File: src/rtl/bt_pkg.sv
// Shared trit codes, op codes, FSM states and trit helpers for the
// balanced-ternary serial adder/accumulator.
package bt_pkg;

    // Trit encodings
    localparam logic [1:0] T_ZERO = 2'b11;
    localparam logic [1:0] T_POS  = 2'b01;
    localparam logic [1:0] T_NEG  = 2'b10;
    localparam logic [1:0] T_BAD  = 2'b00;

    typedef enum logic [1:0] {
        OP_ADD = 2'b00,
        OP_SUB = 2'b01,
        OP_ACC = 2'b10,
        OP_CLR = 2'b11
    } op_e;

    typedef enum logic [1:0] {
        IDLE = 2'b00,
        RUN  = 2'b01,
        DONE = 2'b10
    } state_e;

    // Negate one trit: swap +1/-1, leave 0 and the illegal code alone
    function automatic logic [1:0] trit_neg(input logic [1:0] t);
        case (t)
            T_POS:   return T_NEG;
            T_NEG:   return T_POS;
            default: return t;
        endcase
    endfunction

    function automatic logic trit_is_bad(input logic [1:0] t);
        return (t == T_BAD);
    endfunction

    // Trit value as 3-bit two's complement; the illegal code counts as 0
    function automatic logic [2:0] trit_val(input logic [1:0] t);
        case (t)
            T_POS:   return 3'b001;
            T_NEG:   return 3'b111;
            default: return 3'b000;
        endcase
    endfunction

endpackage

File: src/rtl/bta_serial_accum_if.sv
// Request/response bus of the balanced-ternary serial accumulator.
interface bta_serial_accum_if #(
    parameter int unsigned N_TRITS = 8
);
    localparam int unsigned W = 2 * N_TRITS;

    logic         in_valid;
    logic         in_ready;
    logic [1:0]   op;
    logic [W-1:0] a;
    logic [W-1:0] b;
    logic [1:0]   cin;
    logic         out_valid;
    logic         out_ready;
    logic [W-1:0] sum;
    logic [1:0]   cout;
    logic         illegal;

    modport master (
        output in_valid, op, a, b, cin, out_ready,
        input  in_ready, out_valid, sum, cout, illegal
    );

    modport slave (
        input  in_valid, op, a, b, cin, out_ready,
        output in_ready, out_valid, sum, cout, illegal
    );

endinterface

File: src/rtl/bt_full_adder.sv
// Combinational balanced-ternary full adder: (x + y + c) -> (s, co).
module bt_full_adder
    import bt_pkg::*;
(
    input  logic [1:0] i_x,
    input  logic [1:0] i_y,
    input  logic [1:0] i_c,
    output logic [1:0] o_s,
    output logic [1:0] o_co
);

    logic [2:0] w_v;

    // Sum in -3..+3, folded into a balanced digit and a carry trit
    always_comb begin
        w_v  = trit_val(i_x) + trit_val(i_y) + trit_val(i_c);
        o_s  = T_ZERO;
        o_co = T_ZERO;
        case (w_v)
            3'b101: begin o_s = T_ZERO; o_co = T_NEG;  end  // -3
            3'b110: begin o_s = T_POS;  o_co = T_NEG;  end  // -2
            3'b111: begin o_s = T_NEG;  o_co = T_ZERO; end  // -1
            3'b001: begin o_s = T_POS;  o_co = T_ZERO; end  // +1
            3'b010: begin o_s = T_NEG;  o_co = T_POS;  end  // +2
            3'b011: begin o_s = T_ZERO; o_co = T_POS;  end  // +3
            default: begin o_s = T_ZERO; o_co = T_ZERO; end
        endcase
    end

endmodule

File: src/rtl/bta_serial_accum.sv
// Digit-serial balanced-ternary adder/accumulator, TPC trits per clock,
// least-significant slice first, carry registered between slices.
module bta_serial_accum
    import bt_pkg::*;
#(
    parameter int unsigned N_TRITS = 8,
    parameter int unsigned TPC     = 1
) (
    input  logic             clk,
    input  logic             rst,
    bta_serial_accum_if.slave bus
);

    localparam int unsigned W     = 2 * N_TRITS;
    localparam int unsigned SLW   = 2 * TPC;
    localparam int unsigned K     = N_TRITS / TPC;
    localparam int unsigned CNT_W = (K > 1) ? $clog2(K) : 1;
    localparam logic [W-1:0] ALL_ZERO = {N_TRITS{T_ZERO}};

    state_e           r_state;
    op_e              r_op;
    logic [W-1:0]     r_a;
    logic [W-1:0]     r_b;
    logic [W-1:0]     r_res;
    logic [W-1:0]     r_acc;
    logic [1:0]       r_carry;
    logic [1:0]       r_cout;
    logic [CNT_W-1:0] r_cnt;
    logic             r_in_ready;
    logic             r_out_valid;
    logic             r_illegal;

    op_e              w_op;
    logic [W-1:0]     w_neg_b;
    logic [W-1:0]     w_b_sel;
    logic [N_TRITS-1:0] w_bad_a;
    logic [N_TRITS-1:0] w_bad_b;
    logic             w_bad;
    logic [1:0]       w_c [TPC+1];
    logic [SLW-1:0]   w_s;
    logic [W-1:0]     w_res_next;

    assign w_op = op_e'(bus.op);

    // Per-trit negation and illegal-code detection of the request operands
    for (genvar g = 0; g < N_TRITS; g++) begin : g_trit
        assign w_neg_b[2*g+1:2*g] = trit_neg(bus.b[2*g+1:2*g]);
        assign w_bad_a[g]         = trit_is_bad(bus.a[2*g+1:2*g]);
        assign w_bad_b[g]         = trit_is_bad(bus.b[2*g+1:2*g]);
    end

    assign w_bad = trit_is_bad(bus.cin)
                 | ((w_op != OP_CLR) & (|w_bad_a))
                 | (((w_op == OP_ADD) | (w_op == OP_SUB)) & (|w_bad_b));

    // Second operand: B, -B, or the accumulator
    always_comb begin
        w_b_sel = bus.b;
        case (w_op)
            OP_SUB:  w_b_sel = w_neg_b;
            OP_ACC:  w_b_sel = r_acc;
            default: w_b_sel = bus.b;
        endcase
    end

    // Ripple chain across the current slice
    assign w_c[0] = r_carry;
    for (genvar g = 0; g < TPC; g++) begin : g_fa
        bt_full_adder u_fa (
            .i_x  (r_a[2*g+1:2*g]),
            .i_y  (r_b[2*g+1:2*g]),
            .i_c  (w_c[g]),
            .o_s  (w_s[2*g+1:2*g]),
            .o_co (w_c[g+1])
        );
    end

    // Result shifts right; the new slice enters at the top so after K
    // slices every trit sits at its own position
    assign w_res_next = (r_res >> SLW) | (W'(w_s) << (W - SLW));

    // Transaction FSM with all outputs registered
    always_ff @(posedge clk) begin
        if (rst) begin
            r_state     <= IDLE;
            r_op        <= OP_ADD;
            r_a         <= ALL_ZERO;
            r_b         <= ALL_ZERO;
            r_res       <= ALL_ZERO;
            r_acc       <= ALL_ZERO;
            r_carry     <= T_ZERO;
            r_cout      <= T_ZERO;
            r_cnt       <= '0;
            r_in_ready  <= 1'b1;
            r_out_valid <= 1'b0;
            r_illegal   <= 1'b0;
        end else begin
            case (r_state)
                IDLE: begin
                    if (bus.in_valid && r_in_ready) begin
                        r_op       <= w_op;
                        r_a        <= bus.a;
                        r_b        <= w_b_sel;
                        r_carry    <= bus.cin;
                        r_cnt      <= '0;
                        r_illegal  <= w_bad;
                        r_in_ready <= 1'b0;
                        if (w_op == OP_CLR) begin
                            r_res       <= ALL_ZERO;
                            r_cout      <= T_ZERO;
                            r_acc       <= ALL_ZERO;
                            r_out_valid <= 1'b1;
                            r_state     <= DONE;
                        end else begin
                            r_state <= RUN;
                        end
                    end
                end
                RUN: begin
                    r_a     <= r_a >> SLW;
                    r_b     <= r_b >> SLW;
                    r_carry <= w_c[TPC];
                    r_res   <= w_res_next;
                    r_cnt   <= r_cnt + CNT_W'(1);
                    if (r_cnt == CNT_W'(K - 1)) begin
                        r_cout      <= w_c[TPC];
                        r_out_valid <= 1'b1;
                        r_state     <= DONE;
                        if (r_op == OP_ACC) begin
                            r_acc <= w_res_next;
                        end
                    end
                end
                DONE: begin
                    if (bus.out_ready) begin
                        r_out_valid <= 1'b0;
                        r_in_ready  <= 1'b1;
                        r_state     <= IDLE;
                    end
                end
                default: begin
                    r_state <= IDLE;
                end
            endcase
        end
    end

    assign bus.in_ready  = r_in_ready;
    assign bus.out_valid = r_out_valid;
    assign bus.sum       = r_res;
    assign bus.cout      = r_cout;
    assign bus.illegal   = r_illegal;

endmodule
File: src/flat_wrapper.sv
// flat-port wrapper written by rule: the top's interface ports become plain ports
module bta_serial_accum_flat import bt_pkg::*;
#(
    parameter int unsigned N_TRITS = 8,
    parameter int unsigned TPC     = 1
)
  (clk, rst, bus_in_valid, bus_op, bus_a, bus_b, bus_cin, bus_out_ready, bus_in_ready, bus_out_valid, bus_sum, bus_cout, bus_illegal);
  bta_serial_accum_if #(.N_TRITS(N_TRITS)) bus_i ();
  input  logic clk;
  input  logic rst;
  input wire logic [$bits(bus_i.in_valid)-1:0] bus_in_valid;
  input wire logic [$bits(bus_i.op)-1:0] bus_op;
  input wire logic [$bits(bus_i.a)-1:0] bus_a;
  input wire logic [$bits(bus_i.b)-1:0] bus_b;
  input wire logic [$bits(bus_i.cin)-1:0] bus_cin;
  input wire logic [$bits(bus_i.out_ready)-1:0] bus_out_ready;
  output wire logic [$bits(bus_i.in_ready)-1:0] bus_in_ready;
  output wire logic [$bits(bus_i.out_valid)-1:0] bus_out_valid;
  output wire logic [$bits(bus_i.sum)-1:0] bus_sum;
  output wire logic [$bits(bus_i.cout)-1:0] bus_cout;
  output wire logic [$bits(bus_i.illegal)-1:0] bus_illegal;
  assign bus_i.in_valid = bus_in_valid;
  assign bus_i.op = bus_op;
  assign bus_i.a = bus_a;
  assign bus_i.b = bus_b;
  assign bus_i.cin = bus_cin;
  assign bus_i.out_ready = bus_out_ready;
  assign bus_in_ready = bus_i.in_ready;
  assign bus_out_valid = bus_i.out_valid;
  assign bus_sum = bus_i.sum;
  assign bus_cout = bus_i.cout;
  assign bus_illegal = bus_i.illegal;
  bta_serial_accum #(.N_TRITS(N_TRITS), .TPC(TPC)) u_core (.clk(clk), .rst(rst), .bus(bus_i));
endmodule
File: config.mk
export PLATFORM = sky130hd
export DESIGN_NAME = bta_serial_accum_flat
export DESIGN_NICKNAME = d
export VERILOG_FILES = /design/src/rtl/bt_pkg.sv /design/src/rtl/bta_serial_accum_if.sv /design/src/rtl/bt_full_adder.sv /design/src/rtl/bta_serial_accum.sv /design/src/flat_wrapper.sv
export SDC_FILE = /design/constraint.sdc
export NUM_CORES = 1
export LEC_CHECK = 0
export CAP_MARGIN = 40
export CORE_ASPECT_RATIO = 0.8
export CORE_UTILIZATION = 52
export DETAILED_ROUTE_END_ITERATION = 16
export GPL_TIMING_DRIVEN = 0
export PLACE_DENSITY = 0.77
export SYNTH_ARGS = -nofsm -noshare
export SYNTH_HDL_FRONTEND = slang
export SYNTH_SLANG_ARGS = --single-unit
File: constraint.sdc
create_clock -name clk -period 6.33 [get_ports clk]
set_input_delay 0.633 -clock clk [delete_from_list [all_inputs] [get_ports clk]]
set_output_delay 0.633 -clock clk [all_outputs]
set_load 0.01 [all_outputs]
== Word-level counts from Yosys, hierarchy flattened ==
Index checks and enable logic that the tools add are counted.
Widths: inputs -> output; s select.
Word-level totals
  flip-flop bits (word level): 78
  input port bits: 40
  word-level logic and storage cells: 144
  output and inout port bits: 21
Operators by class
  multiplexer cells: 45
  equality and inequality tests: 41
  bitwise logic cells: 6
  $add $sub $neg: 3
  reductions and logical operators: 37
Operator list (count)
  $pmux 16 s2: 5
  $mux 16: 6
  $pmux 2 s2: 12
  $logic_not 2->1: 19
  $eq 2x2->1 const B: 15
  $eq 2x1->1 const B: 13
  $pmux 3 s2: 4
  $mux 2: 8
  $or 14x16->16: 1
  $reduce_or 8->1: 2
  $eq 3x3->1 const B: 4
  $reduce_and 5->1: 2
  $reduce_and 3->1: 3
  $ne 2x1->1 const B: 4
  $reduce_or 2->1: 4
  $add 3x3->3: 2
  $eq 3x2->1 const B: 2
  $mux 1: 6
  $pmux 2 s3: 1
  $ne 2x2->1 const B: 2
  $reduce_and 2->1: 2
  $reduce_and 4->1: 1
  $reduce_bool 2->1: 2
  $add 3x1->3 const B: 1
  other kinds (8): 11

== Longest topological paths before layout ==
Gate-level depths: netlist (run 1).
  word-level depth: 11
  mapped depth: 11

== Modules after synthesis ==
Synthesis (run 1) repeated with hierarchy kept, for this count alone.
Unflattened totals
  cell total of the unflattened synthesis: 454
  area, all modules: 3968.8 um2
Modules (own cells, without submodules)
  bta_serial_accum: area each 3781.1 um2, cells an instance 432, instances 1
  bt_full_adder: area each 187.7 um2, cells an instance 22, instances 1

== Worst setup path after synthesis (run 1) ==
OpenSTA, ideal clock, no wires.
  kind: reg2reg
  start: register u_core.r_a[0]
  end: register u_core.r_carry[0]
  required time: 6208 ps
  buffers on the path: 1
  slack: 3911 ps
  data arrival time: 2297 ps
  setup time: 122 ps
  stages on the path, launching flop included: 11
  path through: dfxtp_1 > inv_1 > ha_1 > inv_1 > fa_1 > inv_1 > ha_1 > clkbuf_1 > xor2_1 > or3_1 > a221o_1
Between the ends
  word-level cells in the longest chain between the ends: 8
  elaborated cells on any way between the ends: 13
  those cells by class: 2 x add/sub; 6 x eq/ne; 3 x mux; 2 x reduce/logical
Ends and longest elaborated chain
  start, declared: line bta_serial_accum.sv:22  | logic [W-1:0] r_a;
  start signal, assigned: line bta_serial_accum.sv:102  | r_a <= bus.a;
  start signal, assigned: line bta_serial_accum.sv:120  | r_a <= r_a >> SLW;
  $eq 2x2->1 or $eq 2x1->1 (tied branches): line bt_pkg.sv:39  | case (t)
  $pmux 3 s2 *: line bt_pkg.sv:39
  $add 3x3->3 * (2 in a row): line bt_full_adder.sv:16  | w_v = trit_val(i_x) + trit_val(i_y) + trit_val(i_c);
  $eq 3x2->1 or $eq 3x3->1 (tied branches): line bt_full_adder.sv:19  | case (w_v)
  $reduce_or 2->1 (no line)
  $pmux 2 s2 *: line bt_full_adder.sv:19
  $pmux 2 s2 *: line bta_serial_accum.sv:98  | case (r_state)
  end signal, assigned: line bta_serial_accum.sv:104  | r_carry <= bus.cin;
  end signal, assigned: line bta_serial_accum.sv:122  | r_carry <= w_c[TPC];
  end, declared: line bta_serial_accum.sv:26  | logic [1:0] r_carry;
Every way passes the cells marked *; elsewhere a longest branch is shown, timed or not.
A chain may end at the register's enable or synchronous reset.

== Worst setup path after layout (run 1) ==
Same ends and word-level chain as after synthesis.

==> results of run 1 <==
==> worst max-delay path by stage <==
| stage | end | from | slack, ps |
|---|---|---|---|
| 5_1_grt | u_core.r_carry[0] | u_core.r_a[0] | 3550 |
| 3_5_place_dp | u_core.r_b[0] | bus_op[1] | 3450 |
| 3_3_place_gp | u_core.r_b[0] | bus_op[0] | 3440 |
| 6_report | u_core.r_carry[0] | u_core.r_a[0] | 3700 |
| 2_1_floorplan | u_core.r_carry[0] | u_core.r_a[0] | 3910 |
| 4_1_cts | u_core.r_carry[0] | u_core.r_a[0] | 3730 |
==> cell families after synthesis <==
family / synth area share, %
compound gates: 24.8
simple gates: 18.3
flops: 37.4
buf+inv: 7.22
fa+ha+maj: 11.1
xor+xnor: 0.988
mux: 0.240
==> flip-flops by register name, summed over array words and instances (netlist names) <==
name / flops
u_core.bus.sum: 16
u_core.bus.cout: 2
u_core.bus.out_valid: 1
u_core.bus.in_ready: 1
u_core.r_acc: 16
u_core.r_carry: 2
u_core.r_a: 16
u_core.r_state: 2
u_core.r_cnt: 3
u_core.bus.illegal: 1
u_core.r_op: 2
u_core.r_b: 16
==> placed cells by master (no fill, tap or decap), drive strengths merged, types with 3 or more instances in the layout <==
master and count:
a21oi 26, a221oi 29, a22oi 5, a32o 3
buf 16, clkbuf 35, clkdlybuf4s50 59, dfxtp 78
ha 34, inv 30, nand2 43, nand2b 16
nand3 26, nor2 24, nor2b 4, nor3 6
nor3b 14, o21ai 47, o21bai 15, o22ai 18
==> power breakdown <==
| group | leakage, nW | switching, W | internal [W] | total [W] |
|---|---|---|---|---|
| Combinational | 1.35 | 0.000200 | 0.000152 | 0.000351 |
| Clock | 0.0904 | 0.000175 | 0.000181 | 0.000357 |
| Sequential | 0.640 | 0.0000277 | 0.000532 | 0.000559 |
==> synthesized netlist by cell type, drive strengths merged (2+ instances only) <==
| cell | count | area [sq um] |
|---|---|---|
| a21oi | 26 | 130 |
| nand2b | 16 | 108 |
| nand2 | 43 | 161 |
| buf | 16 | 101 |
| a41oi | 2 | 17.5 |
| and3 | 2 | 12.5 |
| inv | 30 | 113 |
| o21bai | 15 | 113 |
| a221oi | 29 | 254 |
| nor4 | 2 | 12.5 |
| nand3 | 26 | 130 |
| o21ai | 47 | 239 |
| a22oi | 5 | 37.5 |
| fa | 2 | 40.0 |
| nor3 | 6 | 30.0 |
| ha | 34 | 425 |
| o22ai | 18 | 113 |
| dfxtp | 78 | 1560 |
| a32o | 3 | 30.0 |
| nand3b | 2 | 15.0 |
| clkbuf | 23 | 87.6 |
| or2 | 2 | 12.5 |
| nor2b | 4 | 25.0 |
| nor2 | 24 | 97.6 |
| nor3b | 14 | 105 |
| a211o | 2 | 17.5 |
==> layer usage <==
layer | share of wire, % | up-vias | wire [um] | GRT usage, %
li1 | - | 1889 | - | -
met1 | 48 | 1809 | 5240 | 38.4
met2 | 45 | 114 | 4960 | 43.7
met3 | 6.5 | 9 | 716 | 5.81
met4 | 0.77 | 0 | 85 | 6.14
met5 | 0 | - | 0 | 0
==> layout make-up <==
| cell class | count | area [sq um] |
|---|---|---|
| multi-input cells | 340 | 2320 |
| well taps | 105 | 131 |
| fillers | 661 | 2520 |
| clock inverters | 4 | 47.5 |
| flip-flops and latches | 78 | 1560 |
| plain buffers | 39 | 189 |
| clock buffers | 12 | 135 |
| inverters | 30 | 113 |
| repair buffers | 59 | 591 |
==> worst max-delay path: stages, from the launching register on <==
cell and delay (ps):
dfxtp_1 330, inv_1 60, ha_1 140, inv_1 60, fa_1 590, inv_1 60, ha_1 260, clkbuf_1 270
xor2_1 100, or3_1 350, a221o_1 300
==> per-stage QoR <==
| stage | power (W) | hold WS [ps] | cell area (sq um) | std cells | utilization, % |
|---|---|---|---|---|---|
| finish | 0.00127 | 448 | 5080 | 667 | 66.9 |
| floorplan | 0.000802 | 422 | 4180 | 487 | - |
| global route | 0.00133 | 458 | 5080 | 667 | 66.9 |
| detailed placement | 0.000914 | 434 | 4900 | 651 | 64.5 |
| global placement | 0.000900 | 432 | 4900 | 651 | 64.5 |
| CTS | 0.00126 | 447 | 5080 | 667 | 66.9 |
==> flow_results.org, run 1 <==
** Floorplan
- The region available for standard cell placement spans ~0.0076 sq mm.
- Floorplan die area :: 0.00840 sq mm
- During I/O placement, the number of pins put on the boundary was 61.
- Vertical die dimension :: 82.2 um
- Die Span X :: between 100 and 150 um
- Standard-cell row count :: 28
- The initial utilization of the core area, before any placement, comes to 55.0%.

** Min path
- In this run the worst hold path is classified as flop to flop.
- Along the worst hold path, the cell count comes to 2.
- Start point of the worst min-delay path :: u_core.r_a[5]
- Hold path endpoint :: u_core.r_a[5]

** Synth
- The synthesized design contains 78 register bits.
- Share of synthesized area occupied by flip-flops and latches :: between 30% and 40%
- In this run, distinct cell masters in the synthesized netlist total 49.
- When the netlist entered floorplanning its net count stood at 563.
- FFs w/ async S/R, synth :: 0%
- Average cell area after synthesis :: about 8.6 sq um
- Number of synthesized flops with an enable pin :: 0
- In the synthesized netlist, the number of instances is slightly below 500.
- After synthesis the cells add up to about 0.0042 sq mm.
- Top flip-flop cell by instance count after synthesis :: dfxtp_1
- Number of warning messages in the yosys log :: 0

** Route
- Final routed DRC violation total :: 0
- Summing over every cut layer, the via total after detailed routing is 3821.
- In the final routed layout, each cell accounts on average for about 16 um.
- Total Routed Length :: 11.0 mm
- In the routed layout, each cell is associated on average with a via count of 5.73.
- First-pass detailed-route iteration total :: 5
- Starting DRT DRC Count :: 275
- Once detail routing completed, the nets flagged for antenna violations numbered 0.

** GRT
- Leftover overflow at the end of global routing :: 0
- The via count of the first global-routing pass is roughly 3600.
- Wire length of the first global-routing pass :: 17.5 mm
- Entering global routing, the biggest net connects 13 pins.
- Number of antenna violations at the first check in global routing :: 0
- Overall routing resource usage :: 27.5%

** Worst setup path
- STA classifies the critical path endpoint as a flop.
- Critical path type :: flop to flop
- The endpoint identified for the worst register-to-register timing path is u_core.r_carry[0].
- RR Startpoint :: u_core.r_a[0]
- Worst setup SP type :: flop
- The number of cells on the worst reg-to-reg path is 10.
- Data arrives at the worst endpoint at around 2900 ps.
- Along the worst path, the maximum fanout reaches 7.
- Setup slack on the worst reg-to-reg path comes out at 3700 ps.
- At the worst endpoint, the required time is 6570 ps.

** Timing
- Setup slack on the critical path of the routed design comes to 3700 ps.
- Subtracting the final worst setup slack from the clock period gives between 2000 and 3000 ps.
- Headroom to the max-slew limit :: 60.9%
- Dividing the final minimum period by the clock period gives approximately two fifths.
- Setup repair after global routing left no endpoint under its margin.
- Maximum clock rate :: roughly 380 MHz
- The final count of pins violating max slew was 0.
- Setup violations remaining at the end of the flow were counted as 0.
- For the final database, setup skew stands at around 7.9 ps.
- Transition time of the tightest slew-check pin :: 586 ps
- The hold violation total from the final report came to 0.
- In the final timing run, aggregate negative setup slack is 0 ps.

** Clocking
- Max clock buf depth :: 2
- Number of buffers added for setup after CTS :: 0
- Number of buffers created by CTS :: 9
- Clock net sink count :: 78
- The clock reaches the later pin of the worst-skew pair after approximately 350 ps.
- TritonCTS built the clock tree.
- Number of hold buffers added after CTS :: 0
- The clock tree synthesis step divided the H-tree into 3 levels.
- The root buffer cell chosen for the clock tree is clkbuf_8.
- # resized after CTS :: 0
- After clock tree synthesis, the clock-pin slew on the worst setup and hold paths is 80 ps.

** Status
- The run finished with clean final reports.

** Layout
- Count of antenna diodes in the layout :: 0
- Nets@finish :: approximately 630
- The area growth from synthesis to layout is 21.6%.
- Share of cells above drive strength 1 :: under 10%

** Pwr
- The worst-case IR drop observed on VDD is approximately 0.00016 V.
- For this design the ratio of total power to cell area is 249 mW/mm^2.
- In this run the static leakage power is 2.08 nW.

** Placement
- Detailed placement ended at an HPWL of about 8.5 mm.
- Routability-driven placement finished with a final weighted congestion of 0.875.
- Port Buffers :: 59
- Worst slack at placement :: 3450 ps

** Run
- # Max-Cap Violations :: 0
No activity file was read; power rests on OpenSTA's default activity.
==> inputs of run 2 (changes only) <==
- CORE_UTILIZATION: 52 -> 49
- PLACE_DENSITY: 0.77 -> 0.76
- clock period: 6.33 -> 2.2 ns (I/O delays scaled with it)
==> flow_results.org, run 2 (synthesis gave the netlist of run 1 again) <==
** Layout
- Post-route insts no fill :: 671 (+0.60%)
- The library cell used most frequently in the layout, excluding fill and tap cells, is dfxtp_1.
- Nets@finish :: 634 (+0.16%)
- The final core utilization is 63.6% (-3.2 points).
- Commonest cells after routing, fill and taps aside :: dfxtp_1, clkdlybuf4s50_1, nand2_1, o21ai_0, ha_1
- Share of cells above drive strength 1 :: 10.8% (+3.9 points)
- The antenna cell count came to 0 (unchanged).
- Signed area change from the synthesized netlist to the final layout :: 23.2%
- Final non-filler cell area :: 0.00515 sq mm (+1.3%)
- Layout fillers :: 693 (+4.8%)

** Run
- The max-cap check violation count is 0 (unchanged).

** Route
- Number of routed nets with antenna violations :: 0 (unchanged)
- First-pass detailed-route iteration total :: 5 (unchanged)
- The detailed-route DRC error count was 0 (unchanged).
- The initial detailed-routing violation count came to 330 (+20%).
- Wire length per cell after detailed routing :: 16.6 um (+0.81%)
- Average via count per standard cell :: 5.79 (+1.0%)
- The total via count after detailed routing came to 3883 (+1.6%).
- The routed wire length was 11.2 mm (+1.4%).

** Placement
- The number of port buffers came to 59 (unchanged).
- The instance count after placement with tap cells included came to 654 (+0.46%).
- The worst slack after detailed placement came to -322 ps (-3780 ps).
- The post-placement cell area came to 0.00493 sq mm (+0.59%).
- The half-perimeter wire length after detailed placement was 8.45 mm (-0.76%).
- Gpl congestion :: 0.893 (+2.0%)

** Timing
- Number of setup violations in the final report :: 5 (+5)
- The minimum setup slack in the final design was -179 ps (-3880 ps).
- Maximum clock rate :: 420 MHz (+10%)
- Largest clock skew in the final design :: 11.5 ps (+3.68 ps)
- The final count of pins violating max slew was 0 (unchanged).
- The part of the cycle the worst path needs was 108% (+67 points).
- Minimum period implied by the final worst setup slack :: 2380 ps (-249 ps)
- Setup repair after global routing missed its margin :: true
- Transition time of the tightest slew-check pin :: 595 ps (+8.55 ps)
- Headroom to the max-slew limit :: 60.3% (-0.57 points)
- The hold violation total from the final report is 0 (unchanged).

** Floorplan
- Standard-cell row count :: 29 (+3.6%)
- The vertical die dimension is 84.6 um (+2.9%).
- The horizontal die dimension was 105 um (+3.0%).
- Floorplan die area :: 0.00890 sq mm (+6.0%)
- The core footprint is 0.00809 sq mm (+6.4%).
- The count of pins on the block boundary was 61 (unchanged).
- The effective utilization at floorplan is 51.6% (-3.3 points).

** Worst setup path
- Cells on worst reg2reg path :: 9 (-1)
- Worst setup SP type :: flop
- Data required time of the worst path :: 2440 ps (-4130 ps)
- The largest fanout of any net on the critical path was 2 (-5).
- The setup path with the least slack is of type flop to flop.
- The endpoint identified for the worst register-to-register timing path is u_core.r_carry[0].
- Start point of the critical path :: u_core.r_carry[0]
- Worst endpoint data arrival time :: 2620 ps (-250 ps)
- The worst setup slack for register-to-register paths was -180 ps (-3880 ps).
- RR Startpoint :: u_core.r_carry[0]
- STA classifies the critical path endpoint as a flop.

** Min path
- Hold path endpoint :: u_core.bus.sum[14]
- The instance count along the most critical hold path came to 3 (+1).
- Class of the tightest hold or removal check :: input pin to flop
- Start point of the worst min-delay path :: rst

** Clocking
- The depth of the CTS H-tree is 3 (unchanged).
- TritonCTS built the clock tree.
- Clock Root Buffer :: clkbuf_8
- The number of buffers inserted during clock tree synthesis is 9 (unchanged).
- Max clock buf depth :: 2 (unchanged)
- The TritonCTS sink count came to 78 (unchanged).
- The clock insertion delay at the later pin of the skew report was 350 ps (about the same).
- Post-CTS clock slew at the launch and capture registers of the worst setup and hold paths :: 90 ps (about the same)
- Number of hold buffers added after CTS :: 0 (unchanged)

** Pwr
- Pwr Density :: 717 mW/mm^2 (+190%)
- The maximum VDD drop was 0.000376 V (+140%).
- The total leakage power came to 2.08 nW (-0.39%).

** GRT
- Overall routing resource usage :: 25.8% (-1.7 points)
- In this run the most used layer during global routing was met2.
- Number of global-route vias before repair :: 3710 (+3.4%)
- The met2 usage in global routing is 40.6% (-3.1 points).
- The met1 routing resource usage after global routing came to 35.6% (-2.8 points).
- The final global-route overflow total came to 0 (unchanged).
- Number of antenna violations at the first check in global routing :: 0 (unchanged)
- The met3 usage in global routing is 5.28% (-0.53 points).
- Wire length of the first global-routing pass :: 17.9 mm (+2.6%)
- The pin count of the biggest net entering global routing is 14 (+1).

** Status
- Violated checks :: negative setup slack
- The run finished, with violations left.
## run 2: changes by cell type in the layout (fill, tap and decap cells not counted), moves of 2 or more
cell	previous run	this run
ha_4	0	3
inv_1	30	24
dfxtp_2	0	5
dfxtp_1	78	73
ha_1	34	31
clkinvlp_4	1	4
inv_2	0	6
clkbuf_1	25	21
buf_4	1	3
## run 2: worst max-delay path: stages (launching register included)
cell	delay (ps)
dfxtp_2	340
inv_2	60
ha_4	120
inv_2	40
fa_2	600
inv_2	50
ha_4	150
xnor3_2	220
or3_4	380
a221o_1	310
## run 2: per-stage QoR
stage               power, W  TNS [ps]  hold slack, ps
finish               0.00369      -385             274
global route         0.00389      -775             282
CTS                  0.00366      -353             262
detailed placement   0.00266     -1710             434
global placement     0.00263     -1090             430
floorplan            0.00235      -260             332
## run 2: area by class of cell
cell class,instances,area (sq um),area share [%]
clock buffers,11,141,2.75
multi-input cells,340,2360,45.9
inverters,30,113,2.19
well taps,108,135,2.62
clock inverters,5,35.0,0.680
flip-flops and latches,78,1570,30.4
plain buffers,38,186,3.62
repair buffers,61,606,11.8
## run 2: worst max-delay path by stage
| stage | to | slack, ps | depth (start not counted) |
|---|---|---|---|
| floorplan | u_core.r_carry[0] | -180 | 10 |
| global placement | u_core.r_carry[0] | -260 | 10 |
| detailed placement | u_core.r_carry[0] | -320 | 10 |
| CTS | u_core.r_carry[0] | -200 | 9 |
| global route | u_core.r_carry[0] | -220 | 9 |
| finish | u_core.r_carry[0] | -180 | 9 |
## run 2: what timing repair did
| action | in CTS | in global routing |
|---|---|---|
| setup endpoints to repair | 4 | 8 |
| pin swaps | 5 | 2 |
| resized for setup | 12 | 5 |
| cloned | 0 | 0 |
| endpoints found under the hold margin | 0 | 0 |
| buffers inserted | 2 | 0 |
## run 2: metal layers
layer | routed length (um) | vias up | part of all wire (%)
met5 | 0 | - | 0
met4 | 174 | 0 | 1.6
met3 | 780 | 19 | 7.0
met2 | 4990 | 140 | 45
met1 | 5210 | 1832 | 47
li1 | - | 1892 | -
## run 2: power by group
| part | internal, W | switching [W] |
|---|---|---|
| Clock | 0.000438 | 0.000531 |
| Combinational | 0.000502 | 0.000604 |
| Sequential | 0.00153 | 0.0000831 |
| Total | 0.00247 | 0.00122 |
